==> src/rtl/sram_if_pkg.sv <==
// rtl/sram_if_pkg.sv - shared state encoding and timing defaults for the async SRAM master
package sram_if_pkg;

    localparam int DEF_DATA_WIDTH = 8;
    localparam int DEF_ADDR_WIDTH = 10;
    localparam int DEF_RD_WAIT    = 2;
    localparam int DEF_WR_PULSE   = 2;

    localparam logic [2:0] ST_IDLE      = 3'd0;
    localparam logic [2:0] ST_SETUP     = 3'd1;
    localparam logic [2:0] ST_RD_STROBE = 3'd2;
    localparam logic [2:0] ST_WR_STROBE = 3'd3;
    localparam logic [2:0] ST_HOLD      = 3'd4;

    // Counter counts down to zero, so a strobe of N cycles loads N-1.
    function automatic logic [3:0] strobe_reload(input int cycles);
        return 4'(cycles - 1);
    endfunction

endpackage

==> src/rtl/sram_async_master.sv <==
// rtl/sram_async_master.sv - single-port async SRAM master: SETUP, timed OE/WE strobe, HOLD
module sram_async_master
    import sram_if_pkg::*;
#(
    parameter int DATA_WIDTH = DEF_DATA_WIDTH,
    parameter int ADDR_WIDTH = DEF_ADDR_WIDTH,
    parameter int RD_WAIT    = DEF_RD_WAIT,
    parameter int WR_PULSE   = DEF_WR_PULSE
) (
    input  logic                  clk,
    input  logic                  rst,
    input  logic                  req,
    input  logic                  we,
    input  logic [ADDR_WIDTH-1:0] addr,
    input  logic [DATA_WIDTH-1:0] wdata,
    output logic                  busy,
    output logic                  ack,
    output logic [DATA_WIDTH-1:0] rdata,
    output logic [ADDR_WIDTH-1:0] sram_addr,
    output logic                  sram_ce1n,
    output logic                  sram_ce2,
    output logic                  sram_oen,
    output logic                  sram_wen,
    output logic [DATA_WIDTH-1:0] sram_dout,
    output logic                  sram_doe,
    input  logic [DATA_WIDTH-1:0] sram_din
);

    localparam logic [3:0] RD_RELOAD = strobe_reload(RD_WAIT);
    localparam logic [3:0] WR_RELOAD = strobe_reload(WR_PULSE);

    logic [2:0]            state_q, state_d;
    logic [3:0]            cnt_q, cnt_d;
    logic                  we_q, we_d;
    logic [ADDR_WIDTH-1:0] addr_q, addr_d;
    logic [DATA_WIDTH-1:0] dout_q, dout_d;
    logic [DATA_WIDTH-1:0] rdata_q, rdata_d;
    logic                  ce1n_q, ce1n_d;
    logic                  ce2_q, ce2_d;
    logic                  oen_q, oen_d;
    logic                  wen_q, wen_d;
    logic                  doe_q, doe_d;

    // Pin values are computed for the next state and registered, so the SRAM never sees req directly.
    always_comb begin
        state_d = state_q;
        cnt_d   = cnt_q;
        we_d    = we_q;
        addr_d  = addr_q;
        dout_d  = dout_q;
        rdata_d = rdata_q;
        ce1n_d  = ce1n_q;
        ce2_d   = ce2_q;
        oen_d   = oen_q;
        wen_d   = wen_q;
        doe_d   = doe_q;
        case (state_q)
            ST_IDLE: begin
                if (req) begin
                    state_d = ST_SETUP;
                    we_d    = we;
                    addr_d  = addr;
                    ce1n_d  = 1'b0;
                    ce2_d   = 1'b1;
                    doe_d   = we;
                    if (we) begin
                        dout_d = wdata;
                    end
                end
            end
            ST_SETUP: begin
                if (we_q) begin
                    state_d = ST_WR_STROBE;
                    wen_d   = 1'b0;
                    cnt_d   = WR_RELOAD;
                end else begin
                    state_d = ST_RD_STROBE;
                    oen_d   = 1'b0;
                    cnt_d   = RD_RELOAD;
                end
            end
            ST_RD_STROBE: begin
                if (cnt_q == 4'd0) begin
                    state_d = ST_HOLD;
                    oen_d   = 1'b1;
                    rdata_d = sram_din;
                end else begin
                    cnt_d = cnt_q - 4'd1;
                end
            end
            ST_WR_STROBE: begin
                if (cnt_q == 4'd0) begin
                    state_d = ST_HOLD;
                    wen_d   = 1'b1;
                end else begin
                    cnt_d = cnt_q - 4'd1;
                end
            end
            ST_HOLD: begin
                state_d = ST_IDLE;
                ce1n_d  = 1'b1;
                ce2_d   = 1'b0;
                doe_d   = 1'b0;
            end
            default: begin
                state_d = ST_IDLE;
                ce1n_d  = 1'b1;
                ce2_d   = 1'b0;
                oen_d   = 1'b1;
                wen_d   = 1'b1;
                doe_d   = 1'b0;
            end
        endcase
    end

    always_ff @(posedge clk or posedge rst) begin
        if (rst) begin
            state_q <= ST_IDLE;
            cnt_q   <= 4'd0;
            we_q    <= 1'b0;
            addr_q  <= '0;
            dout_q  <= '0;
            rdata_q <= '0;
            ce1n_q  <= 1'b1;
            ce2_q   <= 1'b0;
            oen_q   <= 1'b1;
            wen_q   <= 1'b1;
            doe_q   <= 1'b0;
        end else begin
            state_q <= state_d;
            cnt_q   <= cnt_d;
            we_q    <= we_d;
            addr_q  <= addr_d;
            dout_q  <= dout_d;
            rdata_q <= rdata_d;
            ce1n_q  <= ce1n_d;
            ce2_q   <= ce2_d;
            oen_q   <= oen_d;
            wen_q   <= wen_d;
            doe_q   <= doe_d;
        end
    end

    assign busy      = (state_q != ST_IDLE);
    assign ack       = (state_q == ST_HOLD);
    assign rdata     = rdata_q;
    assign sram_addr = addr_q;
    assign sram_ce1n = ce1n_q;
    assign sram_ce2  = ce2_q;
    assign sram_oen  = oen_q;
    assign sram_wen  = wen_q;
    assign sram_dout = dout_q;
    assign sram_doe  = doe_q;

endmodule

==> config.mk <==
export PLATFORM = sky130hd
export DESIGN_NAME = sram_async_master
export DESIGN_NICKNAME = d
export VERILOG_FILES = /design/src/rtl/sram_if_pkg.sv /design/src/rtl/sram_async_master.sv
export SDC_FILE = /design/constraint.sdc
export NUM_CORES = 1
export LEC_CHECK = 0
export BUFFER_PORTS_ARGS = -buffer_cell sky130_fd_sc_hd__buf_2
export CAP_MARGIN = 10
export CORE_MARGIN = 2
export CORE_UTILIZATION = 50
export DETAILED_ROUTE_END_ITERATION = 12
export GPL_ROUTABILITY_DRIVEN = 0
export PLACE_DENSITY = 0.92
export SYNTH_ARGS = -nofsm -noshare
export SYNTH_HDL_FRONTEND = slang
export SYNTH_SLANG_ARGS = --single-unit
==> constraint.sdc <==
create_clock -name clk -period 5.43 [get_ports clk]
set_input_delay 0.8145 -clock clk [delete_from_list [all_inputs] [get_ports clk]]
set_output_delay 0.8145 -clock clk [all_outputs]
set_load 0.1 [all_outputs]
==> metrics.txt <==
hold-fix buffers at CTS 0; top-count cell post-synth dfrtp_1; DIE HEIGHT 61.9 um; Mapped Cells 123; 1st-pass router iterations 4; core area 3280 um^2; Chip Width 61.9 um; Initial Utilization 0.511; Setup TNS 0 ns; status complete, no violations; CTS root buffer clkbuf_4; CP Launch Point state_q[2]; f_max 0.393 GHz; Top-Level Pins 63; Synth cell types 32; FF+latch count, synth 39; DP HPWL 2.50 mm; Slew Viols, Final 0; Synth Area per Inst 13.6 um^2; global-route wire length before repair 5.00 mm; Rows 21; CP required 4.62 ns; ratio of final minimum period to clock period 0.469; Crit Path Class reg -> out; EDFF count, synth 0; CTS sink cnt 39; gr ovfl total 0; sequential element share of the synthesized area 0.584; prevailing post-synth register cell dfrtp_1; Setup crit end kind output port; Synth top area share 0.537; Antenna Nets Post-Route 0; die area 3840 um^2; Detailed Route Iter0 Violations 38; share of cells above drive strength 1 0.543; I/O Buffers 62; routed len/inst 14.3 um; cell taking the most area after synthesis dfrtp_1; setup slack, reg-to-reg 3.18 ns; Hold Crit Class reg -> reg; Critical Path Start Type flip-flop; syn_nets 155; RR Endpoint sram_dout[2]; clk slew on worst S/H paths 0.11 ns; CTS resizes 0; n_diodes 0; fin crit period 2.55 ns; max cap viols 0; detailed-route wire length 3.34 mm; Nets 219; pin count of the biggest net entering global routing 40; CTS buffer count 5; Least-Margin Pin Slew 0.717 ns; CP arrival 1.73 ns; H-tree levels 2; CTS tree done; # DRC 0; Fin. Hold Viols 0; Bufs on Longest Clock Path 2; gr usage total 0.187; Synth area leaders dfrtp_1 54%, mux2_2 12%, mux2_4 7.2%; Clock Latency Late Sink 0.34 ns; synthesized area 1680 um^2; skew final 0.00634 ns; RSZ-0062 raised after global routing no; synth warn 0; initial antenna violation count 0; FF-to-FF path depth 3; post-DR vias/cell 5.19; Slew Limit Headroom 0.520; fraction of registers with async set or reset after synthesis 1.00; vias in the first global route 1078; Post-CTS Setup Bufs 0; most common library cells after synthesis 36 x dfrtp_1, 18 x mux2_2, 8 x mux2_4; Vias 1214; launching point of the worst reg2reg path state_q[1]; Area Growth Syn to Fin 24.5%; Crit Path Max Fanout 14; Final Setup Violations 0; crit path capture ack
## area by class of cell
class	count	area [um^2]
Inverter	5	18.8
Timing Repair Buffer	63	318
Fill cell	255	1190
Tap cell	46	57.6
Clock buffer	8	68.8
Multi-Input combinational cell	73	647
Sequential cell	39	980
## worst min path at each step
stage                    from        end  slack [ns]  cells past startpoint
floorplan            cnt_q[1]   cnt_q[1]        0.50                      2
global placement    sram_ce1n  sram_ce1n        0.46                      2
detailed placement  sram_ce1n  sram_ce1n        0.49                      2
CTS                 sram_ce1n  sram_ce1n        0.50                      2
global route        sram_ce1n  sram_ce1n        0.53                      2
finish              sram_ce1n  sram_ce1n        0.50                      2
## kinds of logic (layout without fill, tap and decap cells)
group / count (synthesis) / after routing / share of synthesized area
DFF: 39 / 39 / 0.584
muxes: 27 / 27 / 0.198
AOI/OAI and AO/OA: 14 / 14 / 0.0574
buffers and inverters: 11 / 76 / 0.0306
and+or+nand+nor: 30 / 30 / 0.115
adders and majority gates: 2 / 2 / 0.0149
## stage by stage
stage	cell area [um^2]	hold slack, ns	std cells	util	setup WS (ns)
after CTS	2090	0.503	234	0.636	2.87
after global placement	2020	0.462	226	0.615	3.02
final	2090	0.502	234	0.636	2.88
after global routing	2090	0.529	234	0.636	2.77
after floorplan	1680	0.501	123	-	1.69
after detailed placement	2020	0.487	226	0.615	2.93
## registers in the layout, summed over array words and instances (netlist names)
register	flops
cnt_q	4
sram_ce2	1
sram_addr	10
sram_ce1n	1
sram_doe	1
state_q	3
sram_oen	1
sram_dout	8
we_q	1
rdata	8
sram_wen	1
## critical path, cell delays in order (launching register included)
cell and delay, ns:
dfrtp_1 0.66, nor3b_1 0.26, buf_2 0.46
## cell usage in the layout (no fill, tap or decap), drive strengths merged, types with 3 or more instances in the layout
cell type  instances
buf               63
mux2              26
dfstp              3
clkbuf             8
nand2              4
nand3              4
dfrtp             36
nor2               4
inv                5
nor3b              3
a211oi             4
or3                4
o21ai              4
## layer usage
layer  vias up  GRT usage  part of all wire
met5         -          0                 0
met4         0      0.106             0.023
met3         8     0.0518             0.048
met2        36      0.308              0.56
met1       608      0.220              0.37
li1        562          -                 -
Power is not shown: default switching activity piles up to over one toggle a cycle in this logic, so the estimate is an artifact.
